### src/rtl/lbus_crypto_slave.sv
// Cipher-side endpoint of the SAKURA-G local bus.
// It decodes the address/data word stream from the lbus master, holds the
// key and plaintext registers, and starts the cipher core. It also captures
// the core result and drives the OpenADC capture trigger.
module lbus_crypto_slave #(
  parameter logic [15:0] VERSION   = 16'h0001,
  parameter logic [15:0] ADDR_CTRL = 16'h0002,
  parameter logic [15:0] ADDR_KEY  = 16'h0100,
  parameter logic [15:0] ADDR_TEXT = 16'h0140,
  parameter logic [15:0] ADDR_RES  = 16'h0180
) (
  input  logic         clk,
  input  logic         reset_i,
  input  logic [15:0]  lbus_di_a,
  input  logic         lbus_wrn,
  input  logic         lbus_rdn,
  output logic [15:0]  lbus_do,
  output logic [127:0] key_o,
  output logic [127:0] text_o,
  output logic         start_o,
  output logic         core_rst_o,
  input  logic         busy_i,
  input  logic         done_i,
  input  logic [127:0] result_i,
  output logic         trigger_o
);

  localparam logic [15:0] ADDR_VER = 16'hFFFC;

  localparam logic [0:0] ST_IDLE = 1'b0;
  localparam logic [0:0] ST_ADDR = 1'b1;

  logic [0:0]   state;
  logic [15:0]  addr;
  logic [127:0] result_q;
  logic         done_flag;
  logic [15:0]  rd_mux;

  logic wr_req;
  logic rd_req;
  logic data_wr;
  logic data_rd;
  logic ctrl_wr;
  logic start_go;
  logic srst_go;

  // The three register banks are 8-word aligned, so the upper 13 address
  // bits select the bank and the low 3 bits select the word.
  function automatic logic in_bank(input logic [15:0] a, input logic [15:0] base);
    return a[15:3] == base[15:3];
  endfunction

  // Word 0 sits in the most significant slice of the 128-bit vector.
  function automatic logic [15:0] word_of(input logic [127:0] vec, input logic [2:0] idx);
    return vec[{~idx, 4'b0000} +: 16];
  endfunction

  assign wr_req  = ~lbus_wrn;
  assign rd_req  = ~lbus_rdn;
  assign data_wr = (state == ST_ADDR) && wr_req;
  // A write strobe takes precedence over a simultaneous read strobe.
  assign data_rd = (state == ST_ADDR) && rd_req && !wr_req;
  assign ctrl_wr = data_wr && (addr == ADDR_CTRL);
  // Soft reset wins over start. A start is refused while the core is busy
  // or a previous trace is still being captured.
  assign srst_go  = ctrl_wr && lbus_di_a[2];
  assign start_go = ctrl_wr && lbus_di_a[0] && !lbus_di_a[2] && !busy_i && !trigger_o;

  // Two-phase word decoder: first word is an address, second is data or a read
  always_ff @(posedge clk) begin
    if (reset_i) begin
      state <= ST_IDLE;
      addr  <= 16'h0000;
    end else if (state == ST_IDLE) begin
      if (wr_req) begin
        addr  <= lbus_di_a;
        state <= ST_ADDR;
      end
    end else if (wr_req || rd_req) begin
      state <= ST_IDLE;
    end
  end

  // Key and plaintext slice writes; accepted regardless of core state
  always_ff @(posedge clk) begin
    if (reset_i) begin
      key_o  <= 128'h0;
      text_o <= 128'h0;
    end else if (data_wr) begin
      if (in_bank(addr, ADDR_KEY))
        key_o[{~addr[2:0], 4'b0000} +: 16] <= lbus_di_a;
      if (in_bank(addr, ADDR_TEXT))
        text_o[{~addr[2:0], 4'b0000} +: 16] <= lbus_di_a;
    end
  end

  // Result capture and completion flag
  always_ff @(posedge clk) begin
    if (reset_i) begin
      result_q  <= 128'h0;
      done_flag <= 1'b0;
    end else begin
      if (done_i)
        result_q <= result_i;
      if (srst_go)
        done_flag <= 1'b0;
      else if (done_i)
        done_flag <= 1'b1;
      else if (start_go)
        done_flag <= 1'b0;
    end
  end

  // Core control pulses and capture trigger
  always_ff @(posedge clk) begin
    if (reset_i) begin
      start_o    <= 1'b0;
      core_rst_o <= 1'b0;
      trigger_o  <= 1'b0;
    end else begin
      start_o    <= start_go;
      core_rst_o <= srst_go;
      if (srst_go)
        trigger_o <= 1'b0;
      else if (start_go)
        trigger_o <= 1'b1;
      else if (done_i)
        trigger_o <= 1'b0;
    end
  end

  // Read-data multiplexer; unmapped addresses read as zero
  always_comb begin
    rd_mux = 16'h0000;
    if (addr == ADDR_VER)
      rd_mux = VERSION;
    else if (addr == ADDR_CTRL)
      rd_mux = {14'b0, busy_i, done_flag};
    else if (in_bank(addr, ADDR_KEY))
      rd_mux = word_of(key_o, addr[2:0]);
    else if (in_bank(addr, ADDR_TEXT))
      rd_mux = word_of(text_o, addr[2:0]);
    else if (in_bank(addr, ADDR_RES))
      rd_mux = word_of(result_q, addr[2:0]);
  end

  // Registered read data, held until the next read
  always_ff @(posedge clk) begin
    if (reset_i)
      lbus_do <= 16'h0000;
    else if (data_rd)
      lbus_do <= rd_mux;
  end

endmodule

### config.mk
export PLATFORM = sky130hd
export DESIGN_NAME = lbus_crypto_slave
export DESIGN_NICKNAME = d
export VERILOG_FILES = /design/src/rtl/lbus_crypto_slave.sv
export SDC_FILE = /design/constraint.sdc
export NUM_CORES = 1
export LEC_CHECK = 0
export CAP_MARGIN = 25
export CORE_ASPECT_RATIO = 1.4
export CORE_MARGIN = 2
export CORE_UTILIZATION = 23
export CTS_CLUSTER_DIAMETER = 200
export DETAILED_ROUTE_END_ITERATION = 6
export GPL_ROUTABILITY_DRIVEN = 0
export PLACE_DENSITY = 0.42
export SYNTH_ARGS = -nofsm -noshare
export SYNTH_HDL_FRONTEND = slang
export SYNTH_SLANG_ARGS = --single-unit
### constraint.sdc
create_clock -name clk -period 6.08 [get_ports clk]
set_clock_uncertainty 0.05 [all_clocks]
set_input_delay 1.52 -clock clk [delete_from_list [all_inputs] [get_ports clk]]
set_output_delay 1.52 -clock clk [all_outputs]
set_load 0.005 [all_outputs]
; Word-level counts from Yosys, hierarchy flattened
; Cells that the tools add are included.
[op_classes]
addsub = 1
eq_ne = 5
shifts = 5
mux = 14
n_bitwise = 4
reduce_logical = 18
[op_table]
columns = operator, count
row1 = $shiftx A128 B8 Y16, 3
row2 = $bwmux W128, 2
row3 = $shift A16 B9 Y128 const A, 1
row4 = $shiftx A16 B9 Y128, 1
row5 = $mux W16, 5
row6 = $eq A13 B6 Y1 const B, 3
row7 = $eq A16 B16 Y1 const B, 1
row8 = $eq A16 B2 Y1 const B, 1
row9 = $logic_and A1 B1 Y1, 9
row10 = $neg A7 Y9, 1
row11 = $mux W1, 7
row12 = $reduce_and A2 Y1, 3
row13 = $logic_not A1 Y1, 3
row14 = $not A1 Y1, 3
row15 = $not A3 Y3, 1
row16 = $reduce_bool A2 Y1, 1
row17 = $reduce_or A2 Y1, 1
row18 = $logic_or A1 B1 Y1, 1
[word_totals]
ff_bits = 421
input_bits = 150
out_inout_bits = 275
elab_cells = 57

; Longest topological paths before layout
[depth]
depth_word = 9
mapped_depth = 13
mapped_depth_nobuf = 7

; Least setup slack after synthesis
; No wires, ideal clock.
[synth_path]
path_type = in2reg
start = in lbus_wrn
end = reg key_o[70]
setup_ns = 0.128
arrival_time_ns = 2.785
required_time_ns = 5.902
setup_slack_ns = 3.117
path_stages = 8
path_buffers = 3
cell_sequence = nor2b_1 and3b_1 buf_2 and3_1 buf_6 buf_8 mux2i_1 nor2_1
[synth_between]
elab_chain_len = 3
[synth_rtl]
columns = element, line_no
row1 = "start, declared", 15  ; input logic lbus_wrn,
row2 = $not A1 Y1 (no line), n/a
row3 = $logic_and A1 B1 Y1, 60  ; assign data_wr = (state == ST_ADDR) && wr_req;
row4 = $reduce_and A2 Y1 (no line), n/a
row5 = "end signal, assigned by index", 91  ; key_o[{~addr[2:0], 4'b0000} +: 16] <= lbus_di_a;
row6 = "end, declared", 18  ; output logic [127:0] key_o,
; No other way between the ends.
; A chain may end at the register's enable or synchronous reset.

; Worst setup path in the final report
[layout_path]
start = in lbus_wrn
end = reg key_o[108]
; Same word-level chain as after synthesis.

==> results.md <==
* Cts hold-fix bufs at 0
* RSZ-0062 raised after global routing: false
* Synth area leaders: dfxtp_1 46%, mux4_2 12%, nand2_1 9.5%
* DPL Wire Length at 65,610 µm
* Slew Limit Fails at 0
* IO buf count at 424
* Routed WL at 87,460 µm
* CTS clock-pin slew for the worst setup and hold paths at 0.06 ns
* Psw at 1605 µW
* PostCTS Resize Cnt at 0
* Global-route wire length before repair at 122,400 µm
* Post-Synth Simple-Gate Area at 18.28%
* Most common cell in the netlist: nand2_1
* Mux cell area share after synthesis at 22.37%
* Filler cells at 8,231
* Area Growth Syn to Fin at 35.31%
* Gate Count Post-Synth at 1,985
* Clock Path Buffers at 3
* Final worst setup slack at 2.248 ns
* Max-cap violations at 0
* Post-synth top flop: dfxtp_1
* Largest fanout on the critical path at 16
* Nets@finish at 2,458
* Synth Area in Compound Gates at 8.349%
* Synth Area in XOR/XNOR at 0%
* Met3 global-route usage at 6.301%
* CTS tree: yes
* H-tree Lvls at 2
* Critical Path RT at 6.47 ns
* Mapped Area at 18,460 µm²
* Fmax at 261.0 MHz
* Pre-Repair DR Iteration Count at 5
* Boundary Pins at 425
* # setup viols final at 0
* Largest net degree at the start of global routing at 210
* Status: complete, no violations
* Area fraction of the dominant cell type after synthesis at 45.65%
* Skew-Pair Late Insertion Delay at 0.62 ns
* Starting Density at 23.30%
* Min cycle time layout at 3.832 ns
* CTS Sinks at 421
* TritonCTS Buffers at 47
* Share of layout cells above drive strength 1 at 10.00%
* Final period utilization at 63.02%
* GRT Util Overall at 20.53%
* CP Buf/Inv Count at 1
* Pleak at 0.008575 µW
* Post-synth cell types at 42
* Rows at 122
* Die Area at 82,590 µm²
* Drt wl/cell at 25.77 µm
* Worst slack at placement at 1.648 ns
* Post-synthesis adder-cell area fraction at 0.4066%
* Rel. slew slack at 21.68%
* Power Internal at 4899 µW
* Die Y at 339.2 µm
* Flop2flop setup slack at 2.29 ns
* Post-DRT Antenna Nets at 0
* Seq/Total Area, Yosys at 45.65%
* Busiest grt layer: met2
* Yosys reg bits at 421
* Switching part of the total at 24.67%
* Core area at 79,220 µm²
* Share of total power in the clock network at 48.0%
* Avg Vias per Cell at 4.799
* Power density cells at 260.3 nW/µm²
* Met2 Track Usage GR at 37.58%
* Crit path kind: in -> reg
* Post-synth EDFFs at 0
* CTS root buf: clkbuf_16
* DRC errors left at 0
* Util after Layout at 31.53%
* Leading area contributor after synthesis: dfxtp_1
* Largest stage delay on the critical path at 0.77 ns
* Combinational share of power at 7.9%
* Largest family of logic cells by synthesized area: multiplexers
* Commonest cells post-synth: 466 x nand2_1, 421 x dfxtp_1, 256 x a21oi_1
* Number of global-route vias before repair at 16,156
* Ys Warns at 0
* Final Hold Vio Count at 0
* CP max stage cell: nand3_1
* Grt ovf at 0
* Chip width at 243.5 µm
* Worst Hold Class: reg -> reg
* Worst slew pin tran at 1.175 ns
* Initial antenna violation count at 1
* Iter 0 DRT Violations at 1,124
* Syn_nets at 2,141
* Post-CTS Setup Inserts at 0
* Max VDD drop at 176.6 µV
* Flop pwr share at 44.1%
* Worst Setup End Kind: register
* Arr. time, crit path at 4.22 ns
* Average size of a mapped cell at 9.301 µm²
* CP startpoint kind: primary input
* Post-synth ARST share at 0%
* Cell family contributing the most delay on the critical path: simple AND/OR/NAND/NOR gates
* Met1 Use GR at 22.09%
* Ant diodes at 0
* Via count at 16,288
* Crit-path cells: clkdlybuf4s50_1 -> nor2b_1 -> nor3b_2 -> nand3_1 -> nand2_1 -> a21oi_1
* Setup TNS at 0 ns
per-stage QoR:
stage               area, µm²  hold slack (ns)  power (µW)  std cells
finish                  24980           0.4057        6504       3394
global route            24980           0.4378        6725       3394
CTS                     24980           0.4083        6589       3393
detailed placement      23310           0.3935        3454       3306
global placement        23280           0.3867        3443       3303
floorplan               18460           0.3987        3206       1985
power groups by stage:
stage	logic (µW)	clock network, µW	registers (µW)
2_1_floorplan	306	0	2900
3_3_place_gp	513	0	2930
3_5_place_dp	520	0	2930
4_1_cts	522	3200	2870
5_1_grt	546	3300	2880
6_report	512	3120	2870
path summary, 6_finish.rpt:
kind,to,from,cells after the start
max,key_o[108],lbus_wrn,6
max reg2reg,key_o[12],addr[1],8
min,lbus_do[11],lbus_do[11],2
min reg2reg,lbus_do[11],lbus_do[11],2
cells in the final DEF (no fill, tap or decap), drive strengths merged, types with 20 or more instances in the layout:
master           n
a21oi          256
and2            34
buf             20
clkbuf          72
clkdlybuf4s50  422
dfxtp          421
mux2            29
mux2i          164
mux4            96
nand2          466
nand3           81
nor2           172
kinds of logic after synthesis:
group / after synthesis
and+or+nand+nor: 799
adders and majority gates: 6
buffers and inverters: 177
AOI/OAI and AO/OA: 293
DFF: 421
muxes: 289
worst min-delay path, cell delays in order (launching register included):
cell     delay (ns)
dfxtp_1        0.32
nand2_1        0.05
o21ai_0        0.05
state kept, by name (all words and copies together), names as in the netlist:
| signal | flops |
|---|---|
| key_o | 128 |
| result_q | 128 |
| text_o | 128 |
| addr | 16 |
| lbus_do | 16 |
| core_rst_o | 1 |
| done_flag | 1 |
| start_o | 1 |
| state | 1 |
| trigger_o | 1 |
layer usage:
layer / up-vias / wire length (µm)
met5: - / 13
met4: 2 / 3278
met3: 139 / 7681
met2: 727 / 45330
met1: 7938 / 31150
li1: 7482 / -
area by class of cell:
type	instances	area (µm²)	area share (%)
clock buffers	72	1453	5.815
clock inverters	15	217.7	0.8714
inverters	3	11.26	0.04507
multi-input cells	1387	9144	36.60
flip-flops and latches	421	8439	33.78
well taps	1054	1319	5.279
repair buffers	442	4399	17.61
(Power assumes the default switching activity.)
